File: config.mk
export PLATFORM = sky130hd
export DESIGN_NAME = fpmul_sched
export DESIGN_NICKNAME = d
export VERILOG_FILES = /design/src/rtl/fpmul_sched.sv
export SDC_FILE = /design/constraint.sdc
export NUM_CORES = 1
export LEC_CHECK = 0
export CORE_MARGIN = 4
export CORE_UTILIZATION = 36
export CTS_CLUSTER_SIZE = 28
export DETAILED_ROUTE_END_ITERATION = 6
export PLACE_DENSITY = 0.91
export SLEW_MARGIN = 25
export SYNTH_ARGS = -nofsm -noshare
export SYNTH_HDL_FRONTEND = slang
export SYNTH_SLANG_ARGS = --single-unit
File: constraint.sdc
create_clock -name clk -period 1.8 [get_ports clk]
set_input_delay 0.54 -clock clk [delete_from_list [all_inputs] [get_ports clk]]
set_output_delay 0.54 -clock clk [all_outputs]
set_load 0.02 [all_outputs]
File: src/rtl/fpmul_sched.sv
// fpmul_sched: round-robin arbiter sharing one pipelined fpmul between two requesters,
// with a tag pipeline that routes each product back to its owner.
module fpmul_sched #(
    parameter int unsigned LAT = 1
) (
    input  logic        clk,
    input  logic        rst_n,
    input  logic        req0_valid,
    input  logic        req1_valid,
    output logic        req0_ready,
    output logic        req1_ready,
    input  logic [31:0] req0_a,
    input  logic [31:0] req0_b,
    input  logic [31:0] req1_a,
    input  logic [31:0] req1_b,
    output logic [31:0] mul_a,
    output logic [31:0] mul_b,
    input  logic [31:0] mul_c,
    input  logic        mul_omu,
    output logic        rsp0_valid,
    output logic        rsp1_valid,
    output logic [31:0] rsp_data,
    output logic        rsp_omu,
    output logic [3:0]  inflight,
    output logic        idle
);
    logic          rr_q, rr_d;
    logic [31:0]   mul_a_q, mul_a_d, mul_b_q, mul_b_d;
    logic [31:0]   rsp_data_q, rsp_data_d;
    logic          rsp_omu_q, rsp_omu_d;
    logic          rsp0_valid_q, rsp0_valid_d, rsp1_valid_q, rsp1_valid_d;
    logic [LAT:0]  tag_v_q, tag_v_d, tag_id_q, tag_id_d;
    logic [3:0]    inflight_q, inflight_d;
    logic          both, acc, sel1, fire;

    always_comb begin
        both         = req0_valid && req1_valid;
        req0_ready   = req0_valid && (!req1_valid || !rr_q);
        req1_ready   = req1_valid && (!req0_valid || rr_q);
        acc          = req0_ready || req1_ready;
        sel1         = req1_ready;
        rr_d         = both ? ~rr_q : rr_q;
        mul_a_d      = !acc ? 32'h0 : sel1 ? req1_a : req0_a;
        mul_b_d      = !acc ? 32'h0 : sel1 ? req1_b : req0_b;
        // the oldest tag leaves the pipe at the same edge the product is captured
        fire         = tag_v_q[LAT];
        tag_v_d      = {tag_v_q[LAT-1:0], acc};
        tag_id_d     = {tag_id_q[LAT-1:0], sel1};
        rsp0_valid_d = fire && !tag_id_q[LAT];
        rsp1_valid_d = fire && tag_id_q[LAT];
        rsp_data_d   = fire ? mul_c : rsp_data_q;
        rsp_omu_d    = fire ? mul_omu : rsp_omu_q;
        inflight_d   = inflight_q + {3'b0, acc} - {3'b0, fire};
    end

    always_ff @(posedge clk or negedge rst_n) begin
        if (!rst_n) begin
            rr_q         <= 1'b0;
            mul_a_q      <= '0;
            mul_b_q      <= '0;
            rsp_data_q   <= '0;
            rsp_omu_q    <= 1'b0;
            rsp0_valid_q <= 1'b0;
            rsp1_valid_q <= 1'b0;
            tag_v_q      <= '0;
            tag_id_q     <= '0;
            inflight_q   <= '0;
        end else begin
            rr_q         <= rr_d;
            mul_a_q      <= mul_a_d;
            mul_b_q      <= mul_b_d;
            rsp_data_q   <= rsp_data_d;
            rsp_omu_q    <= rsp_omu_d;
            rsp0_valid_q <= rsp0_valid_d;
            rsp1_valid_q <= rsp1_valid_d;
            tag_v_q      <= tag_v_d;
            tag_id_q     <= tag_id_d;
            inflight_q   <= inflight_d;
        end
    end

    assign mul_a      = mul_a_q;
    assign mul_b      = mul_b_q;
    assign rsp_data   = rsp_data_q;
    assign rsp_omu    = rsp_omu_q;
    assign rsp0_valid = rsp0_valid_q;
    assign rsp1_valid = rsp1_valid_q;
    assign inflight   = inflight_q;
    assign idle       = (inflight_q == 4'd0);
endmodule

Word-level counts from Yosys, hierarchy flattened
Index checks and enable logic that the tools add are counted.
{"block": "word_totals", "romBits": 0, "latch_bits": 0, "mem_bits_rw": 0, "memories": 0, "output_inout_bits": 106, "reg_bits": 108}
{"block": "op_classes", "mux": 4, "n_lt_le_gt_ge": 0, "n_addsub": 2, "shift": 0, "reduce_logical": 13, "div_mod_pow": 0, "n_eq_ne": 0, "bitwise": 1, "mul": 0}
{"operator": "32-bit two-way mux", "n": 4}
{"operator": "1-bit logical AND", "n": 5}
{"operator": "4-bit by 1-bit adder with 4-bit output", "n": 1}
{"operator": "1-bit logical NOT", "n": 4}
{"operator": "4-bit logical NOT", "n": 1}
{"operator": "4-bit by 1-bit subtractor with 4-bit output", "n": 1}
{"operator": "1-bit logical OR", "n": 3}
{"operator": "1-bit inverter", "n": 1}

Longest topological paths before layout
{"block": "logic_depth", "word_depth": 6, "depth_mapped": 7}

Worst setup path before layout
No wires, ideal clock.
{"block": "synth_timing", "kind": "input-to-reg", "start": "in req1_valid", "end": "reg inflight_q[2] (netlist: inflight[2])", "n_path_buf": 0, "setup_slack_ps": 59, "arrival_ps": 1619, "cell_stages": 7, "cell_sequence": "nor2_1 -> ha_1 -> inv_1 -> ha_1 -> inv_1 -> fa_1 -> xnor2_1"}
{"block": "synth_via", "elab_chain_cells": 6, "word_cells_on_any_way": 7}
{"element": "from (decl)", "line": "9", "rtl": "input logic req1_valid,"}
{"element": "1-bit logical NOT", "line": "38", "rtl": "req0_ready = req0_valid && (!req1_valid || !rr_q);"}
{"element": "1-bit logical OR", "line": "38"}
{"element": "1-bit logical AND", "line": "38"}
{"element": "1-bit logical OR *", "line": "40", "rtl": "acc = req0_ready || req1_ready;"}
{"element": "4-bit by 1-bit adder with 4-bit output *", "line": "53", "rtl": "inflight_d = inflight_q + {3'b0, acc} - {3'b0, fire};"}
{"element": "4-bit by 1-bit subtractor with 4-bit output *", "line": "53"}
{"element": "named net inflight_d[2]", "line": "33", "rtl": "logic [3:0] inflight_q, inflight_d;"}
{"element": "to (signal assigned)", "line": "78", "rtl": "inflight_q <= inflight_d;"}
{"element": "to (decl)", "line": "33"}
The timed path passes the listed nets; every way through them passes the cells marked *.
A chain may end at the register's enable or synchronous reset.

Worst setup path in the final report
{"block": "layout_timing", "start": "in req0_valid", "end": "reg inflight_q[1] (netlist: inflight[1])"}
{"block": "layout_via", "elab_chain_cells": 6, "word_cells_on_any_way": 7}
{"element": "from (decl)", "line": "8", "rtl": "input logic req0_valid,"}
{"element": "1-bit logical NOT", "line": "39", "rtl": "req1_ready = req1_valid && (!req0_valid || rr_q);"}
{"element": "1-bit logical OR", "line": "39"}
{"element": "1-bit logical AND", "line": "39"}
{"element": "1-bit logical OR *", "line": "40"}
{"element": "4-bit by 1-bit adder with 4-bit output *", "line": "53"}
{"element": "4-bit by 1-bit subtractor with 4-bit output *", "line": "53"}
{"element": "named net inflight_d[1]", "line": "33"}
Marked as above.

==> flow_metrics.py <==
metrics = {
    "yosys": {
        "synth_cell_type_count": 19,
        "synth.avg_cell_area_sq_um": 16.02,
        "syn_nets": 421,
        "ys_warn_count": 0,
        "ys_seq_area_share_pct": 67.48,
        "ys_ff_latch": 108,
        "netlist_area_sq_um": 4005,
        "postSynthCellCount": 250,
    },
    "routing": {
        "antenna_left": 0,
        "vias": 3190,
        "postRouteWirelength_um": 12310,
        "routed_via_density": 4.754,
        "drtIter0Drc": 104,
        "drc": 0,
        "wl_per_cell_um": 18.34,
        "drt_pass1_iterations": 4,
    },
    "pwr": {
        "power_leakage_nw": 3.252,
        "power_per_cell_area_nw_per_um2": 989.8,
        "internal_power_w": 0.004701,
        "clkPwrFrac_pct": 21.5,
        "totalPowerFinal_w": 0.006876,
        "p_sw_share_pct": 31.63,
        "power_frac_seq_pct": 43.2,
        "comb_power_share_pct": 35.4,
        "peakVddDrop_mv": 0.5211,
        "power_switching_w": 0.002175,
    },
    "worst_hold_path": {
        "hp-class": "input pin to async pin",
    },
    "floorplan": {
        "initial_core_util_pct": 36.95,
        "die_w_um": 113.5,
        "rows": 38,
        "ios": 271,
        "core_sq_um": 10840,
        "fp.dieH_um": 113.5,
        "dieArea_sq_um": 12880,
    },
    "setup_path": {
        "crit_path_max_fanout": 3,
        "required_ns": 2.05,
        "worst_setup_path_end_kind": "register",
        "r2r_start": "tag_v_q[1]",
        "timing.critical_path.from": "req0_valid",
        "critPathLaunchType": "input pin",
        "critPathKind": "input pin to register",
        "r2r_slack_ns": 0.21,
        "worst_ep_arrival_time_ns": 2.08,
        "reg2reg_to": "inflight[1]",
        "r2r_cells": 6,
        "cp-endpoint": "inflight[1]",
    },
    "clocking": {
        "htreeDepth": 3,
        "cts.sinks": 108,
        "clk_pin_slew_ns": 0.09,
        "post-cts-setup-buffers": 0,
        "cts_buffer_depth": 2,
        "clkLatencyLatePin_ns": 0.35,
        "cts-root-buf": "clkbuf_8",
        "cts_buffers": 9,
        "cts_tree": "built",
    },
    "finish": {
        "finalInstanceArea_sq_um": 6947,
        "drive_gt1_share_pct": 14.72,
        "multi_input_area_sq_um": 1161,
        "area_growth_pct": 73.45,
        "n_fill_cell": 793,
        "final_cells": 671,
        "nets": 696,
        "mostFrequentLayoutCell": "clkdlybuf4s50_1",
        "final_cell_mix": "clkdlybuf4s50_1, dfrtp_1, dlygate4sd2_1, a22o_1, mux2_2",
        "regArea_sq_um": 2704,
    },
    "run_status": {
        "violations": "negative setup slack",
        "outcome": "complete, but fails checks",
    },
    "placement": {
        "portBuffers": 270,
        "dp.cells": 654,
        "place_ws_ns": -0.7109,
        "place_area_sq_um": 6833,
        "finalWeightedCongestion": 0.8405,
        "post-dp-hpwl_um": 9468,
    },
    "timing": {
        "fin_setup_tns_ns": -0.02549,
        "hold_violations": 0,
        "setup_viol": 1,
        "maxSlewHeadroom_pct": 53.30,
        "finalCriticalPeriod_ns": 1.825,
        "timing.fmax_ghz": 0.5478,
        "finClkSkew_ns": 0.009368,
        "rsz0062_at_grt": "yes",
        "setup_ws_ns": -0.02549,
        "maxSlewViolCount": 0,
        "timing.final.crit_share_pct": 101.4,
        "tightest_slew_ns": 0.7006,
    },
    "run": {
        "maxCapViolations": 0,
    },
    "grt": {
        "grt_pass1_vias": 3658,
        "overflow": 0,
        "grt_usage_pct": 19.00,
        "grt_max_degree": 109,
        "antenna_found_initial": 1,
        "grt_pass1_wl_um": 19000,
    },
}
==> per-layer routing <==
layer | vias to the layer above | part of all wire (%) | track usage, % | routed length, um
li1 | 1460 | - | - | -
met1 | 1531 | 37 | 20.66 | 4582
met2 | 179 | 50 | 32.98 | 6196
met3 | 20 | 10 | 8.223 | 1260
met4 | 0 | 2.2 | 6.811 | 268
met5 | - | 0 | 0 | 0
==> worst max-delay path, cell delays in order <==
cell             delay [ns]
clkdlybuf4s15_1        0.19
buf_6                  0.14
nor2_4                 0.14
ha_4                   0.21
inv_1                  0.05
ha_2                   0.18
inv_2                  0.05
fa_2                   0.53
inv_1                  0.04
==> logic make-up (layout without fill, tap and decap cells) <==
| logic type | count (synthesis) | count (layout) | share of synthesized area (%) |
|---|---|---|---|
| other | 0 | 1 | 0 |
| DFF | 108 | 108 | 67.48 |
| and+or+nand+nor | 5 | 5 | 0.6874 |
| AOI/OAI and AO/OA | 68 | 68 | 14.87 |
| buffers and inverters | 27 | 307 | 4.967 |
| adders and majority gates | 6 | 6 | 2.062 |
| xor gates and xnor gates | 3 | 3 | 0.6562 |
| muxes | 33 | 33 | 9.278 |
==> registers in the layout, summed over array words and instances, names as in the netlist <==
name and flops:
mul_a 32, rsp_omu 1, tag_v_q 2, rsp1_valid 1
inflight 4, tag_id_q 2, mul_b 32, rsp_data 32
rsp0_valid 1, rr_q 1
==> cell usage after synthesis <==
cell        n  share of area, %
dfrtp_1   108                67
a22o_1     64                14
mux2_2     33               9.3
buf_6      12               3.4
inv_1       8              0.75
buf_2       6              0.75
ha_1        5               1.6
a21boi_2    2              0.56
xnor2_1     2              0.44
a21o_1      1              0.19
a21oi_1     1              0.12
and2_1      1              0.16
fa_1        1              0.50
inv_2       1             0.094
nand2_1     1             0.094
nor2_1      1             0.094
nor2b_1     1              0.16
nor3b_1     1              0.19
xor2_1      1              0.22
==> worst min-delay path by stage <==
stage,start,endpoint,slack [ns],depth (start not counted)
after floorplan,rst_n,inflight[0],0.24,0
after global placement,tag_id_q[0],tag_id_q[1],0.33,0
after detailed placement,tag_id_q[0],tag_id_q[1],0.34,0
after CTS,rst_n,rsp_data[17],0.26,2
after global routing,rst_n,rsp_data[17],0.26,2
final,rst_n,rsp_data[17],0.23,2
==> power by group through the flow <==
stage / logic [W] / registers (W) / clock network (W)
floorplan: 0.000756 / 0.00350 / 0
global placement: 0.00260 / 0.00301 / 0
detailed placement: 0.00269 / 0.00302 / 0
CTS: 0.00244 / 0.00297 / 0.00154
global route: 0.00261 / 0.00302 / 0.00166
finish: 0.00243 / 0.00297 / 0.00148
==> timing repair <==
| item | 4_1_cts | 5_1_grt |
|---|---|---|
| hold buffers | 0 | 0 |
| pin swaps | 1 | 4 |
| endpoints found under the hold margin | 0 | 0 |
| endpoints found under the setup margin | 143 | 9 |
| gates resized for setup | 127 | 12 |
==> layout make-up <==
cell class / instances / area share (%)
timing repair buffer: 282 / 38.40
antenna: 1 / 0.03602
inverter: 9 / 0.4863
multi-input combinational: 115 / 16.71
clock inverter: 4 / 0.6844
sequential: 108 / 38.92
tap: 140 / 2.522
clock buffer: 12 / 2.233
==> stage by stage <==
step	utilization, %	hold WS [ns]
final	64.08	0.2296
after global routing	64.08	0.2609
after CTS	63.79	0.2614
after detailed placement	63.03	0.3364
after global placement	63.03	0.3325
after floorplan	-	0.2444
Note: power is estimated with default switching activity, not from simulation.
